--- config.mk ---
export PLATFORM = sky130hd
export DESIGN_NAME = cpa_seq_ctrl
export DESIGN_NICKNAME = d
export VERILOG_FILES = /design/src/rtl/cpa_seq_ctrl.sv
export SDC_FILE = /design/constraint.sdc
export NUM_CORES = 1
export LEC_CHECK = 0
export ABC_AREA = 0
export ABC_CLOCK_PERIOD_IN_PS = 2500
export CORE_MARGIN = 2
export CORE_UTILIZATION = 31
export CTS_CLUSTER_SIZE = 24
export DETAILED_ROUTE_END_ITERATION = 10
export PLACE_DENSITY_LB_ADDON = 0.05
export SETUP_SLACK_MARGIN = 0.05
export SYNTH_ARGS = -nofsm -noshare
export SYNTH_HDL_FRONTEND = slang
export SYNTH_SLANG_ARGS = --single-unit
--- constraint.sdc ---
create_clock -name clk -period 2.5 [get_ports clk]
set_input_delay 0.375 -clock clk [delete_from_list [all_inputs] [get_ports clk]]
set_output_delay 0.375 -clock clk [all_outputs]
set_load 0.01 [all_outputs]
--- src/rtl/cpa_seq_ctrl.sv ---
// Multi-word add/subtract sequencer driving one external 4-bit CPA slice,
// one nibble per clock, LSB first, with the ripple carry held in a register.
module cpa_seq_ctrl #(
  parameter int N_SLICES = 4,
  localparam int W = 4 * N_SLICES
) (
  input  logic         clk,
  input  logic         rst,
  input  logic         start,
  input  logic         sub,
  input  logic         c_in,
  input  logic [W-1:0] a,
  input  logic [W-1:0] b,
  output logic         busy,
  output logic         done,
  output logic [W-1:0] s,
  output logic         c_out,
  output logic         ovf,
  output logic [3:0]   cpa_a,
  output logic [3:0]   cpa_b,
  output logic         cpa_c_in,
  input  logic [3:0]   cpa_s,
  input  logic         cpa_c_out
);

  localparam int IDX_W = (N_SLICES > 1) ? $clog2(N_SLICES) : 1;

  typedef enum logic [1:0] {IDLE, RUN, DONE} state_t;

  state_t             state_reg, state_next;
  logic [IDX_W-1:0]   idx_reg;
  logic [W-1:0]       ra_reg, rb_reg;
  logic               cr_reg;
  logic               c_out_reg, ovf_reg;
  logic [3:0]         s_reg  [N_SLICES];
  logic [3:0]         ra_nib [N_SLICES];
  logic [3:0]         rb_nib [N_SLICES];
  logic               last_slice;

  assign last_slice = (idx_reg == IDX_W'(N_SLICES - 1));

  always_ff @(posedge clk) begin
    if (rst) state_reg <= IDLE;
    else     state_reg <= state_next;
  end

  always_comb begin
    state_next = state_reg;
    case (state_reg)
      IDLE:    if (start) state_next = RUN;
      RUN:     if (last_slice) state_next = DONE;
      DONE:    state_next = IDLE;
      default: state_next = IDLE;
    endcase
  end

  always_comb begin
    busy     = (state_reg != IDLE);
    done     = (state_reg == DONE);
    cpa_a    = 4'd0;
    cpa_b    = 4'd0;
    cpa_c_in = 1'b0;
    if (state_reg == RUN) begin
      cpa_a    = ra_nib[idx_reg];
      cpa_b    = rb_nib[idx_reg];
      cpa_c_in = cr_reg;
    end
  end

  // Subtract is a + ~b + 1: B is inverted once at latch time, carry seeded with 1.
  always_ff @(posedge clk) begin
    if (rst) begin
      idx_reg   <= '0;
      ra_reg    <= '0;
      rb_reg    <= '0;
      cr_reg    <= 1'b0;
      c_out_reg <= 1'b0;
      ovf_reg   <= 1'b0;
    end else begin
      case (state_reg)
        IDLE: begin
          if (start) begin
            ra_reg  <= a;
            rb_reg  <= sub ? ~b : b;
            cr_reg  <= sub ? 1'b1 : c_in;
            idx_reg <= '0;
          end
        end
        RUN: begin
          cr_reg <= cpa_c_out;
          if (last_slice) begin
            c_out_reg <= cpa_c_out;
            ovf_reg   <= (ra_reg[W-1] == rb_reg[W-1]) && (cpa_s[3] != ra_reg[W-1]);
          end else begin
            idx_reg <= idx_reg + 1'b1;
          end
        end
        default: ;
      endcase
    end
  end

  generate
    for (genvar gi = 0; gi < N_SLICES; gi++) begin : g_slice
      assign ra_nib[gi]      = ra_reg[4*gi +: 4];
      assign rb_nib[gi]      = rb_reg[4*gi +: 4];
      assign s[4*gi +: 4]    = s_reg[gi];

      always_ff @(posedge clk) begin
        if (rst)
          s_reg[gi] <= 4'd0;
        else if (state_reg == RUN && idx_reg == IDX_W'(gi))
          s_reg[gi] <= cpa_s;
      end
    end
  endgenerate

  assign c_out = c_out_reg;
  assign ovf   = ovf_reg;

endmodule

==> results of run 1 <==
## routing by layer
metal | share of wire, % | routed length, µm | GRT usage [%] | vias up
li1 | - | - | - | 985
met1 | 49 | 2719 | 19.08 | 851
met2 | 44 | 2432 | 19.52 | 53
met5 | 0 | 0 | 0 | -
met4 | 1.1 | 62 | 3.986 | 0
met3 | 5.9 | 326 | 3.451 | 5
## worst paths after layout
| kind | from | endpoint | slack (ns) | cells past startpoint |
|---|---|---|---|---|
| max | idx_reg[0] | cpa_b[1] | 0.15 | 4 |
| max reg2reg | state_reg[0] | s_reg[2][3] | 0.93 | 3 |
| min reg2reg | ra_reg[12] | ra_reg[12] | 0.46 | 2 |
| min | rst | state_reg[0] | 0.35 | 2 |
## cell families (layout without fill, tap and decap cells)
logic type	Yosys count	after routing	share of synthesized area, %
xor+xnor	16	16	5.619
buf+inv	22	91	4.365
flops	55	55	50.58
fa+ha+maj	4	4	2.007
compound gates	46	46	11.84
simple gates	93	93	18.36
mux	8	8	7.225
## report_power, final
part           internal (mW)  switching [mW]  leakage [nW]
Sequential             0.974          0.0294         0.489
Combinational          0.186           0.147         0.730
Clock                  0.197           0.280        0.0412
## critical path, stage by stage (launching register included)
cell             delay (ns)
dfxtp_4                0.38
buf_4                  0.16
mux4_2                 0.49
and2_1                 0.17
clkdlybuf4s50_1        0.47
## cells in the final DEF (no fill, tap or decap), drive strengths merged, types with 2 or more instances in the layout
cell type / n
nand2b: 2
mux4: 8
and2: 12
o211ai: 2
inv: 4
xnor2: 16
a21o: 3
dfxtp: 39
a211oi: 17
nor3: 3
nor2: 20
nand2: 34
a21oi: 23
and3: 12
nand3: 3
clkbuf: 6
buf: 10
edfxtp: 16
clkdlybuf4s50: 69
ha: 4
## timing repair
action / CTS / global route
pin swaps: 0 / 0
resized for setup: 1 / 2
hold buffers: 0 / 0
endpoints found under the setup margin: 6 / 8
## metrics by stage
step	hold slack [ns]	setup WS [ns]
after CTS	0.3449	0.08984
after floorplan	0.4331	0.8251
after global routing	0.3592	0.05561
after global placement	0.4407	0.3673
after detailed placement	0.4453	0.3665
final	0.3524	0.1476
## final cells by class
type | instances | area (µm²)
fillers | 793 | 4380
flip-flops and latches | 55 | 1265
multi-input cells | 167 | 1131
repair buffers | 79 | 763.2
well taps | 102 | 127.6
clock buffers | 6 | 72.57
inverters | 4 | 15.01
clock inverters | 2 | 12.51
==> metrics.txt, run 1 <==
detailed-router iteration count before antenna repair=4; period utilisation layout=a little over nine tenths; WS Path Type=reg -> out; via count=approximately 1.9k; Setup crit start kind=register; critical path required time=between 2 and 2.5 ns; count leader, synth=dfxtp_1; top cells by count, synth=39 x dfxtp_1, 34 x nand2_1, 22 x a21oi_1; Yosys cell types=33; clock sinks=55; leading area contributor after synthesis=dfxtp_1; main area contributors after synthesis=dfxtp_1 31%, edfxtp_1 19%, mux4_2 7.2%; dpl cell area=0.003297 mm²; site row count=32; routability cong.=0.7004; clk_skew=between 0.005 and 0.006 ns; LEAKAGE=roughly 1.3 nW; # setup viols final=0; largest net degree at the start of global routing=37; share of cells above drive strength 1=a little over 10%; number of synthesized register bits=55; fin nets=roughly 360; number of synthesized flops with an enable pin=16; Global Route Usage Sum=13.26%; Placed Instances=407; Util after Layout=43.61%; H-Tree Depth=2; mapped cell area=between 0.002 and 0.0025 mm²; relative max-transition margin=54.93%; RSZ-0062 raised after global routing=no; pwr dens=roughly 540 mW/mm²; Fin. Hold Viols=0; worst hold-check path type=in -> reg; Die Span Y=93.69 µm; warnings from Yosys=0; Cells after Synth=around 240; total gr overflow=0; Async S/R FF share, synth=0%; Clock Root Buffer=clkbuf_8; clk_lat worst skew=0.30 ns; Detailed Place HPWL=4.079 mm; post-synthesis sequential area ratio=about half; num ports=slightly above 70; Inserted Diodes=0; CP arrival=approximately 2 ns; IO Port Bufs=70; post-layout total power=about 1.8 mW; Layout Cells excl Fill=approximately 420; final setup TNS=0 ns; fmax=between 0.4 and 0.5 GHz; die area=0.008778 mm²; wire per inst=roughly 13 µm; # DRC=0; Setup crit end kind=output port; Clock Tree Buf Depth=2; Final Instance Area=between 0.003 and 0.004 mm²; status=finished clean; area delta synth->final=35.83%; Core Area=slightly below 0.008 mm²; CP Max Fanout=6; syn_nets=just under 300; antenna violations before repair=0; Final ANT Viol Nets=0; Initial Util=about a third; ys flop type=dfxtp_1; Worst Tran Pin Value=between 0.6 and 0.7 ns; Post-CTS Setup Bufs=0; minimum clock period=~2.4 ns; Avg Inst Size Synth=about 10 µm²; MaxCap Viol Count=0; CTS Buf Count=5; TritonCTS clock tree=done; global-route wire length before repair=roughly 9 mm; die width=93.69 µm; Clk pin slew, worst setup/hold paths=0.09 ns; initial DRC count=74; vias in the first global route=between 1.5k and 2k; Final Max Slew Viols=0; Via density=roughly 4.6; Yosys top cell area share=31.31%; VDD IR max=0.2311 mV; drt total wl=~5.5 mm
No activity file was read; power rests on OpenSTA's default activity.
==> run 2: changes to the inputs <==
--- a/config.mk
+++ b/config.mk
@@ -9,7 +9,7 @@
 export ABC_CLOCK_PERIOD_IN_PS = 2500
 export CORE_MARGIN = 2
 export CORE_UTILIZATION = 31
-export CTS_CLUSTER_SIZE = 24
+export CTS_CLUSTER_SIZE = 10
 export DETAILED_ROUTE_END_ITERATION = 10
 export PLACE_DENSITY_LB_ADDON = 0.05
 export SETUP_SLACK_MARGIN = 0.05
==> results of run 2 <==
The final DEF is identical to that of run 1; final timing and power are the same.
==> patch (settings of run 2) <==
`N_SLICES`: 4 -> 16.
--- a/src/rtl/cpa_seq_ctrl.sv
+++ b/src/rtl/cpa_seq_ctrl.sv
@@ -3,3 +3,3 @@
 module cpa_seq_ctrl #(
-  parameter int N_SLICES = 4,
+  parameter int N_SLICES = 16,
   localparam int W = 4 * N_SLICES
Interface: changed (resized a, b and s); port bits go from 71 to 215. The function was not compared with the original's and may differ.
==> patch against run 2 <==
Routed wire length grew to 4.6 times the old value; worst setup slack lost 85 ps; area after synthesis grew to 3.7 times the old value; total power grew to 4.4 times the old value; sequential power grew to 3.7 times the old value; cell count grew to 3.6 times the old value; fmax shrank 3.5%; cell area grew to 3.7 times the old value; clock power grew to 6.7 times the old value; clock skew grew 3.3 ps; largest cell class unchanged; critical path type unchanged; count of clock-buffer cells in the layout grew 32; sequential cell count grew 146; synthesized cell count grew to 3.6 times the old value.
==> patch: results (changes against run 2) <==
For the setup slack on the worst flop-to-flop path, the log shows 480 ps (-450 ps). The number of flops mapped to enable cells by yosys came out at 64 (+48). The routing usage on met3 came out at 2.84% (-0.62 points). The relative slew slack came out at 51.2% (-3.7 points).

In this run the clock root is driven by a clkbuf_16. The clock latency at the later pin of the worst-skew pair is 510 ps (+210 ps), and the register area share after synthesis is 51.1% (+0.51 points). The worst register-to-register path ends at s_reg[0][25].

The global-route met2 utilization came out at 27.1% (+7.5 points). The number of DRC violations after detailed-routing iteration 0 was 376 (+410%). The total setup buffers inserted after CTS was 5 (+5); the HPWL after detailed placement was 18300 um (+350%).

For the worst voltage drop across the vdd grid, the log shows 0.405 mV (+75%). Number of H-tree branching levels: 1 (-1). The logs give 39900 um (+340%) for the global-route wire length before repair and 1400 um (+330%) for the detailed route wirelength on metal3.

The amount of wire on met2 after detailed routing is 11700 um (+380%), and the worst clock skew is 8.33 ps (+3.30 ps). The worst hold margin was 332 ps (-20.7 ps); the number of buffers created by CTS was 24 (+19). The quantity of gates resized following cts is 55 (+54), and the placer's final routability congestion estimate is 0.774 (+11%). Broken down by cell family, the worst path's largest delay share belongs to multiplexers. Maximum number of pins on one net before global-route repair: 86 (+130%). The run gives 3 (+1) as the maximum buffer depth of the clock tree. In the synthesized netlist, the cells that appear most often are nand2_1 (144), dfxtp_1 (137), nor2_1 (86). The tools report the area after detailed placement as 11700 um2 (+250%). The data arrival time of the critical path was 2060 ps (+80 ps); the global-route total usage across every layer was 16.4% (+3.1 points). The run gives 6917 (+270%) as the via count. The largest fanout on the critical path came out at 7 (+1).

The clock transition time at the flip-flop clock pins of the worst setup and hold paths was 50 ps (-40 ps); the layout-stage area growth over the synthesis result was 36.6%. The tools report the leakage power total as 4.44 nW (+250%). For the initial antenna violation count, the log shows 0 (unchanged). The path depth of the worst reg2reg path was 6 (+3). The count of distinct cell types in the synthesized netlist is 46 (+39%), and the quantity of I/O buffers inserted on ports is 214 (+210%). The length of the first detailed-routing pass in iterations is 5 (+1).

The fraction of layout instances using a drive strength above 1 was 10.5% (+0.27 points). By area the synthesized netlist is led by dfxtp_1 (30%), edfxtp_1 (21%), xnor2_1 (6.2%). The detailed-route wire length per cell was 17.1 um (+28%); the layout net count was 1236 (+250%).

The run finished with clean final reports. The detailed-routing wirelength on met1 came out at 11900 um (+340%). The tools report the synthesized net count as 1031 (+260%). The fill cell total of the finished layout is 2857 (+260%). The global routing usage on met1 is 22.5% (+3.4 points).
-- patch: cell count changes after synthesis, sizes merged, moves of 12 or more --
cell and delta:
dfxtp +98, buf +37, mux4 +17, mux2i +21, nor2 +66, nand2 +110, edfxtp +48, and3 -12
and2 +54, xnor2 +49, o21ai +14, clkbuf +16, a211oi +47, a21oi +46
-- patch: worst register-to-register path: stages (launching register included) --
cell      delay [ps]
dfxtp_4          370
buf_4            160
buf_16           150
inv_1            130
ha_1             200
nand2_1          220
o21bai_1         440
-- patch: how the worst max path moves through the flow --
stage,depth (start not counted),to
3_3_place_gp,5,cpa_a[3]
6_report,6,cpa_b[0]
5_1_grt,6,cpa_b[0]
4_1_cts,6,cpa_b[0]
3_5_place_dp,5,cpa_a[0]
2_1_floorplan,5,cpa_a[0]
-- patch: stage by stage --
stage / worst slack, ps / instances
after global placement: 168 / 1439
after detailed placement: 142 / 1439
after global routing: -37.0 / 1489
final: 62.2 / 1489
after CTS: 14.8 / 1484
after floorplan: 670 / 888
-- patch: kinds of logic (layout without fill, tap and decap cells) --
logic type               Yosys count  count (layout)  share of synthesized area [%]
AND/OR/NAND/NOR                  318             318                           15.9
flip-flops                       201             201                           51.1
AO/OA/AOI/OAI                    177             177                           12.5
buffers and inverters             76             293                           4.38
XOR/XNOR                          65              65                           6.23
multiplexers                      46              46                           9.21
adder cells (fa/ha/maj)            5               5                          0.685
-- patch: power breakdown --
group | switching [W] | internal [W]
combinational | 0.000538 | 0.000622
sequential | 0.000118 | 0.00357
clock | 0.00129 | 0.00187
total | 0.00195 | 0.00606
-- patch: area by class of cell --
type | count | area share, %
clock buffer | 38 | 5.57
timing repair buffer | 250 | 20.2
inverter | 5 | 0.150
multi-input combinational | 611 | 32.8
tap | 384 | 3.85
sequential | 201 | 37.4
